**config.mk**
```make
export PLATFORM = sky130hd
export DESIGN_NAME = wb_stage
export DESIGN_NICKNAME = d
export VERILOG_FILES = /design/src/rtl/wb_stage.sv
export SDC_FILE = /design/constraint.sdc
export NUM_CORES = 1
export LEC_CHECK = 0
export CAP_MARGIN = 30
export CORE_MARGIN = 5
export CORE_UTILIZATION = 50
export DETAILED_ROUTE_END_ITERATION = 8
export GPL_ROUTABILITY_DRIVEN = 0
export MAX_ROUTING_LAYER = met4
export PLACE_DENSITY = 0.72
export SYNTH_ARGS = -nofsm -noshare
export SYNTH_HDL_FRONTEND = slang
export SYNTH_SLANG_ARGS = --single-unit
```
**constraint.sdc**
```tcl
create_clock -name clk -period 4.2 [get_ports clk]
set_input_delay 0.84 -clock clk [delete_from_list [all_inputs] [get_ports clk]]
set_output_delay 0.84 -clock clk [all_outputs]
set_load 0.005 [all_outputs]
```
**src/rtl/wb_stage.sv**
```systemverilog
// Writeback retire buffer: saturates lanes, queues writes, retires them in order to the register file.
// Latency: minimum 1 cycle from push to rf_we; the head entry is driven combinationally from storage.
// Backpressure: wb_stall when full; a push while full without a pop is dropped and sets sticky ovf.
// Optional operand forwarding ports are enabled by defining WB_FORWARD_EN.
module wb_stage #(
    parameter int DataWidth    = 32,
    parameter int TotalNumBank = 8,
    parameter int AddrWidth    = 5,
    parameter int FifoDepth    = 4
) (
    input  logic                    clk,
    input  logic                    rstn,
    input  logic                    des_sat_w,
    input  logic [3:0]              des_mask_w,
    input  logic [TotalNumBank-1:0] writeEn_w,
    input  logic [AddrWidth-1:0]    writeAddr_w,
    input  logic [DataWidth-1:0]    res0_w,
    input  logic [DataWidth-1:0]    res1_w,
    input  logic [DataWidth-1:0]    res2_w,
    input  logic [DataWidth-1:0]    res3_w,
    input  logic [19:0]             flags_w,
    input  logic                    rf_ready,
    input  logic                    flags_clr,
    output logic [TotalNumBank-1:0] rf_we,
    output logic [AddrWidth-1:0]    rf_addr,
    output logic [4*DataWidth-1:0]  rf_data,
    output logic [3:0]              rf_mask,
    output logic                    wb_stall,
    output logic [19:0]             flags_q,
    output logic                    ovf
`ifdef WB_FORWARD_EN
    ,
    output logic                    fwd_valid,
    output logic [AddrWidth-1:0]    fwd_addr,
    output logic [4*DataWidth-1:0]  fwd_data
`endif
);

    localparam int PtrW = $clog2(FifoDepth);
    localparam int CntW = PtrW + 1;

    typedef struct packed {
        logic [TotalNumBank-1:0] we;
        logic [AddrWidth-1:0]    addr;
        logic [3:0]              mask;
        logic [4*DataWidth-1:0]  data;
        logic [19:0]             flags;
    } entry_t;

    entry_t          mem [FifoDepth];
    logic [PtrW-1:0] wr_ptr;
    logic [PtrW-1:0] rd_ptr;
    logic [CntW-1:0] cnt;

    logic   in_vld;
    logic   full;
    logic   has_head;
    logic   pop;
    logic   push;
    entry_t in_ent;
    entry_t head;

    // Lanes are signed; saturation only clamps negatives to zero.
    function automatic logic [DataWidth-1:0] sat_lane(input logic [DataWidth-1:0] v,
                                                      input logic en);
        return (en && v[DataWidth-1]) ? '0 : v;
    endfunction

    always_comb begin
        in_vld       = |writeEn_w;
        full         = (cnt == CntW'(FifoDepth));
        has_head     = (cnt != '0);
        pop          = has_head && rf_ready;
        push         = in_vld && (!full || pop);
        in_ent.we    = writeEn_w;
        in_ent.addr  = writeAddr_w;
        in_ent.mask  = des_mask_w;
        in_ent.data  = {sat_lane(res3_w, des_sat_w), sat_lane(res2_w, des_sat_w),
                        sat_lane(res1_w, des_sat_w), sat_lane(res0_w, des_sat_w)};
        in_ent.flags = flags_w;
        head         = mem[rd_ptr];
    end

    always_ff @(posedge clk or negedge rstn) begin
        if (!rstn) begin
            for (int i = 0; i < FifoDepth; i++) mem[i] <= '0;
            wr_ptr  <= '0;
            rd_ptr  <= '0;
            cnt     <= '0;
            flags_q <= '0;
            ovf     <= 1'b0;
        end else begin
            if (push) begin
                mem[wr_ptr] <= in_ent;
                wr_ptr      <= wr_ptr + PtrW'(1);
            end
            if (pop) rd_ptr <= rd_ptr + PtrW'(1);
            if (push && !pop)      cnt <= cnt + CntW'(1);
            else if (pop && !push) cnt <= cnt - CntW'(1);
            if (in_vld && full && !pop) ovf <= 1'b1;
            // A clear coinciding with a pop keeps only the retiring entry's flags.
            if (pop)            flags_q <= flags_clr ? head.flags : (flags_q | head.flags);
            else if (flags_clr) flags_q <= '0;
        end
    end

    // Zero-mask entries still retire but never strobe the register file.
    always_comb begin
        rf_we    = (has_head && (head.mask != 4'h0)) ? head.we : '0;
        rf_addr  = has_head ? head.addr : '0;
        rf_data  = has_head ? head.data : '0;
        rf_mask  = has_head ? head.mask : '0;
        wb_stall = full;
    end

`ifdef WB_FORWARD_EN
    entry_t youngest;

    // An entry being pushed this cycle is newer than anything stored.
    always_comb begin
        youngest  = mem[wr_ptr - PtrW'(1)];
        fwd_valid = push || has_head;
        fwd_addr  = '0;
        fwd_data  = '0;
        if (push) begin
            fwd_addr = in_ent.addr;
            fwd_data = in_ent.data;
        end else if (has_head) begin
            fwd_addr = youngest.addr;
            fwd_data = youngest.data;
        end
    end
`endif

endmodule

```
# Word-level counts from Yosys, hierarchy flattened
# Index checks and enable logic that the tools add are counted.
dict set report word_totals {
  input_bits 170
  output_inout_bits 167
  word_cells 76
  register_bits 688
}
dict set report op_classes {
  mux 19
  magnitude_cmp 3
  bitwise 3
  n_eq_ne 1
  reduce_logical 21
  n_addsub 4
}
# op count
set op_table {}
lappend op_table {{$bwmux W660} 1}
lappend op_table {{$mux W165} 3}
lappend op_table {{$bmux W165 S2} 1}
lappend op_table {{$demux W165 S2} 1}
lappend op_table {{$mux W128} 1}
lappend op_table {{$mux W32} 4}
lappend op_table {{$mux W20} 3}
lappend op_table {{$or A20 B20 Y20} 1}
lappend op_table {{$logic_and A1 B1 Y1} 12}
lappend op_table {{$mux W8} 1}
lappend op_table {{$reduce_or A8 Y1} 1}
lappend op_table {{$ge A3 B3 Y1 const B} 2}
lappend op_table {{$mux W3} 2}
lappend op_table {{$not A2 Y3} 2}
lappend op_table {{$mux W5} 1}
lappend op_table {{$add A2 B1 Y2 const B} 2}
lappend op_table {{$mux W4} 1}
lappend op_table {{$reduce_bool A2 Y1} 2}
lappend op_table {{$reduce_bool A4 Y1} 1}
lappend op_table {{$add A3 B1 Y3 const B} 1}
lappend op_table {{$eq A3 B3 Y1 const B} 1}
lappend op_table {{$logic_not A1 Y1} 3}
lappend op_table {{$lt A3 B1 Y1 const B} 1}
lappend op_table {{$reduce_bool A3 Y1} 1}
lappend op_table {{other kinds (2)} 2}

# Depth between registers and ports, before layout
# Gate-level depths: netlist (run 1).
dict set report logic_depth {
  word_depth 8
  ltp_mapped 10
  mapped_depth_nobuf 8
}

# Worst setup path before layout (run 1)
# OpenSTA, ideal clock, no wires.
dict set report synth_path {
  path_kind {register to output}
  from {register rd_ptr[0]}
  to {output port rf_data[100]}
  required_time_ps 3360
  n_path_buf 4
  arrival_time_ps 1843
  path_stages_with_launch 7
  setup_slack_ps 1517
  cell_sequence {dfrtp_1 buf_2 buf_2 buf_2 buf_2 mux4_2 and2_1}
}
dict set report synth_between {
  elab_chain_len 5
}
# element line
set synth_lines {}
lappend synth_lines {{start: declaration} 52} ;# logic [PtrW-1:0] rd_ptr;
lappend synth_lines {{start signal: assignment} 97} ;# if (pop) rd_ptr <= rd_ptr + PtrW'(1);
lappend synth_lines {{$not A2 Y3 (implied by the code)} 81} ;# head = mem[rd_ptr];
lappend synth_lines {{$bmux W165 S2} 81}
lappend synth_lines {{$mux W165 (implied by the code) (2 in a row)} 81}
lappend synth_lines {{$mux W128} 111} ;# rf_data = has_head ? head.data : '0;
lappend synth_lines {{end: declaration} 26} ;# output logic [4*DataWidth-1:0] rf_data,
# Every way passes these cells. The select of a mux whose other input is x is not followed.

# Final worst setup path (run 1)
dict set report layout_path {
  from {register rd_ptr[0]}
  to {output port rf_we[0]}
}
dict set report layout_between {
  elab_chain_len 7
}
# element line
set layout_lines {}
lappend layout_lines {{$not A2 Y3 (implied by the code) (*)} 81}
lappend layout_lines {{$bmux W165 S2 (*)} 81}
lappend layout_lines {{$mux W165 (implied by the code) (*) (2 in a row)} 81}
lappend layout_lines {{$reduce_bool A4 Y1} 109} ;# rf_we = (has_head && (head.mask != 4'h0)) ? head.we : '0;
lappend layout_lines {{$logic_and A1 B1 Y1} 109}
lappend layout_lines {{$mux W8 (*)} 109}
lappend layout_lines {{end: declaration} 24} ;# output logic [TotalNumBank-1:0] rf_we,
# Mark *: on every way between the ends. The rest lies on a longest branch, timed or not. The select of a mux whose other input is x is not followed.

==> results of run 1 <==
## placed cells by master, fill, tap and decap left out, types with 4 or more instances in the layout
cell type,instances
a211oi_4,4
a32o_1,20
and2_1,261
and3_1,8
buf_12,20
buf_4,21
clkbuf_1,17
clkbuf_16,76
clkbuf_8,17
clkdlybuf4s50_1,335
clkinv_2,9
dfrtp_1,686
diode_2,9
ha_1,5
inv_1,8
mux2_1,600
mux2_2,62
mux4_2,165
nand2_1,6
nor2b_1,4
xnor2_1,4
## per-stage QoR
stage	area, um^2	setup slack [ns]	utilization	hold WS, ns	cells
global route	38000	0.0713	0.615	0.329	3195
finish	38000	0.238	0.615	0.281	3196
floorplan	31300	1.52	-	0.451	1992
global placement	35600	0.703	0.577	0.451	3062
detailed placement	35600	0.685	0.577	0.454	3062
CTS	38000	0.0380	0.614	0.291	3186
## where the power goes
part	total (mW)	switching, mW	internal [mW]
Clock	6.28	2.56	3.73
Combinational	15.3	6.24	9.06
Sequential	11.6	1.60	9.97
Total	33.2	10.4	22.8
## routing by layer
metal	vias up	wire, um
met5	-	0
met2	371	36900
li1	7870	-
met3	86	3760
met1	9654	31800
met4	0	1410
## cell usage after synthesis
library cell,n
ha_1,5
nand2_1,6
a32o_1,20
inv_1,8
nand3_1,1
and3_1,8
fa_1,1
and2_1,261
xnor2_1,4
clkbuf_1,56
a21oi_1,1
mux2_1,600
nor4_4,2
mux2_2,62
nor2b_1,4
a21o_1,1
a211oi_1,4
nor4b_2,1
xor2_1,2
dfrtp_1,688
mux4_2,165
nor3b_1,1
or4_1,1
or3_1,1
nor2_1,1
buf_2,88
## worst reg2reg max path, stage by stage (launching register included)
cell	delay, ns
dfrtp_1	0.49
or3_4	0.73
buf_4	0.38
nand2_1	0.14
ha_1	0.25
inv_1	0.08
fa_1	0.42
mux2_2	0.27
## flip-flops by register name, summed over array words and instances (netlist names)
| signal | cells |
|---|---|
| wr_ptr | 2 |
| flags_q | 20 |
| ovf | 1 |
| rd_ptr | 2 |
| cnt | 3 |
| mem | 660 |
## kinds of logic after synthesis
family,synth area share
fa+ha+maj,0.00264
xor+xnor,0.00168
flops,0.551
compound gates,0.00776
buf+inv,0.0218
mux,0.357
simple gates,0.0582
## cell type report
cell class / instances / area share
clock buffer: 110 / 0.0578
multi-input combinational: 1152 / 0.353
clock inverter: 14 / 0.00362
tap: 837 / 0.0275
timing repair buffer: 378 / 0.104
sequential: 688 / 0.453
inverter: 8 / 0.000789
antenna: 9 / 0.000592
## timing repair
action	4_1_cts	5_1_grt
hold endpoints to repair	0	0
setup buffers	0	1
setup endpoints to repair	0	28
## worst max-delay path by stage
stage / startpoint / to / depth (start not counted)
floorplan: rd_ptr[0]$_DFFE_PN0P_ / rf_data[100] / 6
global placement: rd_ptr[0]$_DFFE_PN0P_ / rf_data[23] / 5
detailed placement: rd_ptr[0]$_DFFE_PN0P_ / rf_we[0] / 4
CTS: rd_ptr[0]$_DFFE_PN0P_ / rf_we[0] / 4
global route: rd_ptr[0]$_DFFE_PN0P_ / rf_data[23] / 5
finish: rd_ptr[0]$_DFFE_PN0P_ / rf_we[0] / 4
==> flow_summary.ini, run 1 <==
[worst_setup_path]
critPathKind = flop to output pin
worst_r2r_startpoint = cnt[0]$_DFFE_PN0P_
crit_path_max_incr_delay_ns = 0.64
family_with_the_most_delay_on_the_worst_path = simple AND/OR/NAND/NOR gates
ff2ff_setup_slack_ns = 1.33
cp_max_fo = 11
r2r-end = cnt[1]$_DFFE_PN0P_
worst_reg2reg_path_depth = 7
timing.critical_path.cells = mux4_2 > or4_1 > and3_1 > clkdlybuf4s50_1
cp_slowest_cell = or4_1
endpoint_kind = output pin
wp_buf_inv = 1
worst_path_arrival_ns = 3.12
start_kind = flop
cp_data_required_time_ns = 3.36

[cts]
cts_inserted_buffers = 74
cts-root-buf = clkbuf_16
cts_tree = yes
cts_max_path_buffers = 3
clock_insertion_delay_worst_skew_ns = 0.59
postCtsResizedCells = 0
htree_levels = 3
holdBufCountCts = 0
tritoncts_sinks = 688
worst_setup_hold_path_clk_slew_ns = 0.06

[floorplanning]
fp-row-count = 91
die_w_um = 260
floorplan.core_area_um2 = 61800
die_height_um = 260
floorplan.initialDensity = 0.506
floorplan.die_area_um2 = 67600
io_pins = 337

[sta]
post_layout_minimum_cycle_time_ns = 3.96
timing.final.crit_share = 0.943
worstMarginPinSlew_ns = 0.844
setup_total_negative_slack_ns = 0
finalHoldViolations = 0
max_clock_freq_mhz = 252
final.setup_skew_ns = 0.0200
drv_slew = 0
max-slew-margin-rel = 0.438
rsz0062_at_grt = no
setup-violations-final = 0

[logic_synthesis]
yosysWarnings = 0
synth-seq-cells = 688
syn-cell-area_um2 = 31300
syn-num-nets = 2168
synthTopCellsByArea = dfrtp_1, mux2_1, mux4_2
synthDominantCellAreaShare = 0.551
yosysUniqueCellTypes = 26
ys_seq_area_frac = 0.551
synth_cells = 1992
largest_area_contributor_in_the_synthesized_netlist = dfrtp_1
syn_avg_cell_area_um2 = 15.7

[detailed_routing]
drt-wirelength-per-cell_um = 23.1
aggregate_routed_wire_length_um = 73900
drc = 0
detail-route-antenna-nets = 0
drtPass1Iterations = 7
first_iter_violations = 958
route.vias.total = 18000
route.detailed.vias_per_inst = 5.63

[power_and_ir_drop]
design_power_total_mw = 33.2
leakagePower_nw = 16.0
cellPowerDensity_nw_per_um2 = 872
power.ir.vdd_worst_mv = 0.856

[global_route]
grt.overflow.total = 0
globalRouteMet2Util = 0.373
grt_util_met1 = 0.296
grt_first_pass_wirelength_um = 117000
global_route.usage.met3 = 0.0412
antenna_found_initial = 8
grt_util_all_layers = 0.226
number_of_global_route_vias_before_repair = 20600
busiest_layer = met2
pin_count_of_the_biggest_net_entering_global_routing = 109

[layout]
combined_area_of_the_multi_input_logic_cells_um2 = 13400
fraction_of_final_layout_cells_with_drive_strength_greater_than_1 = 0.165
area.sequential_um2 = 17200
num-fill-cells = 4723
nNetsFinal = 2478
area_growth_pct = 21.7

[place]
port-buffer-count = 336
dpl.hpwl_um = 45000

[job]
timing.max_cap.violations = 0

[worst_hold_path]
hp-class = input port to async pin

[status]
result_of_the_run = completed
Power figures use the tool's default switching activity.
==> run 2: changes to the inputs <==
CAP_MARGIN = 5   (was 30)
==> results of run 2 <==
Final layout, timing and power as in run 1 (identical DEF).
==> run 3: changes to the inputs <==
CORE_UTILIZATION = 46   (was 50)
PLACE_DENSITY = 0.67   (was 0.72)
==> run 3 against run 2 <==
  * Final area about the same
  * Largest cell class unchanged
  * Critical path type unchanged
  * Register-to-register slack better by 0.06 ns
  * Sequential cell count unchanged
  * Sequential share of layout area about the same
  * Critical endpoint unchanged
==> flow_summary.ini, run 3 (synthesis results as in run 1) <==
[status]
result_of_the_run = completed

[place]
dpl.hpwl_um = 46300
port-buffer-count = 336

[power_and_ir_drop]
cellPowerDensity_nw_per_um2 = 871
netSwitchingFraction = 0.314
internal-power_mw = 22.8
total_switching_power_mw = 10.4
leakagePower_nw = 16.0
share_clk_of_total_power = 0.190
seq_pwr_share = 0.350
power.ir.vdd_worst_mv = 0.648
combPwrFrac = 0.460

[floorplanning]
floorplan.die_area_um2 = 73300
io_pins = 337
fp-row-count = 95
floorplan.initialDensity = 0.465
floorplan.core_area_um2 = 67300
die_w_um = 271
die_height_um = 271

[detailed_routing]
drtPass1Iterations = 4
first_iter_violations = 908
drt-wirelength-per-cell_um = 23.4
aggregate_routed_wire_length_um = 75300
detail-route-antenna-nets = 0
route.vias.total = 18000
route.detailed.vias_per_inst = 5.57
drc = 0

[sta]
max_clock_freq_mhz = 249
drv_slew = 0
worstMarginPinSlew_ns = 0.789
final.setup_skew_ns = 0.0215
post_layout_minimum_cycle_time_ns = 4.02
finalHoldViolations = 0
setup_total_negative_slack_ns = 0
rsz0062_at_grt = no
timing.final.crit_share = 0.956
max-slew-margin-rel = 0.474
setup-violations-final = 0

[global_route]
grt_first_pass_wirelength_um = 120000
grt.overflow.total = 0
pin_count_of_the_biggest_net_entering_global_routing = 105
number_of_global_route_vias_before_repair = 20500
grt_util_all_layers = 0.212
antenna_found_initial = 9

[cts]
cts-root-buf = clkbuf_16
clock_insertion_delay_worst_skew_ns = 0.60
worst_setup_hold_path_clk_slew_ns = 0.06
cts.repair_timing.setup_buffer_count = 0
cts_tree = yes
cts_inserted_buffers = 74
cts_max_path_buffers = 3
tritoncts_sinks = 688
htree_levels = 3

[layout]
largest_register_ffs = 660
finish.utilization = 0.566
nNetsFinal = 2478
layout.cells.most_common_list = dfrtp_1, mux2_1, clkdlybuf4s50_1
fraction_of_final_layout_cells_with_drive_strength_greater_than_1 = 0.162
area_growth_pct = 21.7
top_regs = mem (660), flags_q (20), cnt (3)
final_common_cell = dfrtp_1
largest_register = mem

[worst_setup_path]
start_kind = flop
endpoint_kind = output pin
cp_max_fo = 15
cp_data_required_time_ns = 3.36
cp_slowest_cell = or4_1
worst_path_arrival_ns = 3.18
timing.critical_path.cells = mux4_2 > or4_1 > and3_1 > clkdlybuf4s50_1
wp_buf_inv = 1
family_with_the_most_delay_on_the_worst_path = simple AND/OR/NAND/NOR gates
crit_path_max_incr_delay_ns = 0.68
critPathKind = flop to output pin

[worst_hold_path]
hp-class = input port to async pin

[job]
timing.max_cap.violations = 0
[run 3: changes by cell type in the layout (fill, tap and decap cells not counted), sizes merged]
cell,delta
inv,-1
clkbuf,+2
clkinv,-5
diode,-2
[run 3: layout make-up]
cell class,instances,area (um^2)
fill,5348,29200
sequential,688,17200
tap,873,1090
inverter,8,30.0
antenna,7,17.5
timing repair buffer,378,3950
clock buffer,112,2220
clock inverter,8,104
multi-input combinational,1152,13400
[run 3: power by group through the flow]
stage | Clock, mW | Sequential, mW | Combinational [mW]
2_1_floorplan | 0 | 11.0 | 9.62
3_3_place_gp | 0 | 11.4 | 15.3
3_5_place_dp | 0 | 11.7 | 15.5
4_1_cts | 6.47 | 11.6 | 15.6
5_1_grt | 6.73 | 12.0 | 16.4
6_report | 6.29 | 11.6 | 15.3
[run 3: timing repair]
action | CTS | global route
hold buffers | 0 | 0
gates resized for setup | 0 | 1
setup endpoints to repair | 0 | 4
[run 3: metal layers]
metal | part of all wire | global-route usage | vias up | routed length [um]
met5 | 0 | - | - | 0
met4 | 0.020 | 0.0480 | 0 | 1540
met3 | 0.037 | 0.0385 | 105 | 2810
met2 | 0.51 | 0.353 | 329 | 38100
met1 | 0.44 | 0.274 | 9693 | 32900
li1 | - | - | 7844 | -
[run 3: path summary, 6_finish.rpt]
kind                                       startpoint              endpoint  slack (ns)  cells past startpoint
worst max-delay path            rd_ptr[0]$_DFFE_PN0P_              rf_we[0]        0.18                      4
worst min-delay path                             rstn  mem[502]$_DFFE_PN0P_        0.28                      1
worst max register to register     cnt[0]$_DFFE_PN0P_    cnt[1]$_DFFE_PN0P_        1.39                      7
worst min register to register    mem[78]$_DFFE_PN0P_   mem[78]$_DFFE_PN0P_        0.48                      1
max in group asynchronous                        rstn  mem[617]$_DFFE_PN0P_        2.82                      3
min in group clk                  mem[78]$_DFFE_PN0P_   mem[78]$_DFFE_PN0P_        0.48                      1
[run 3: worst reg2reg max path, delay by kind of cell, from the launching register on]
family | cells | cell delay, ns
adder cells (fa/ha/maj) | 2 | 0.66
buffers and inverters | 2 | 0.43
flip-flops | 1 | 0.47
multiplexers | 1 | 0.27
AND/OR/NAND/NOR | 2 | 0.85
[run 3: stage by stage]
stage	setup slack [ns]	std cells	power [mW]	hold slack [ns]	area, um^2
finish	0.185	3226	33.2	0.276	38100
CTS	0.0968	3219	33.7	0.274	38000
floorplan	1.52	1992	20.6	0.451	31300
detailed placement	0.702	3099	27.2	0.469	35700
global placement	0.724	3099	26.7	0.461	35700
global route	0.0250	3226	35.1	0.314	38100
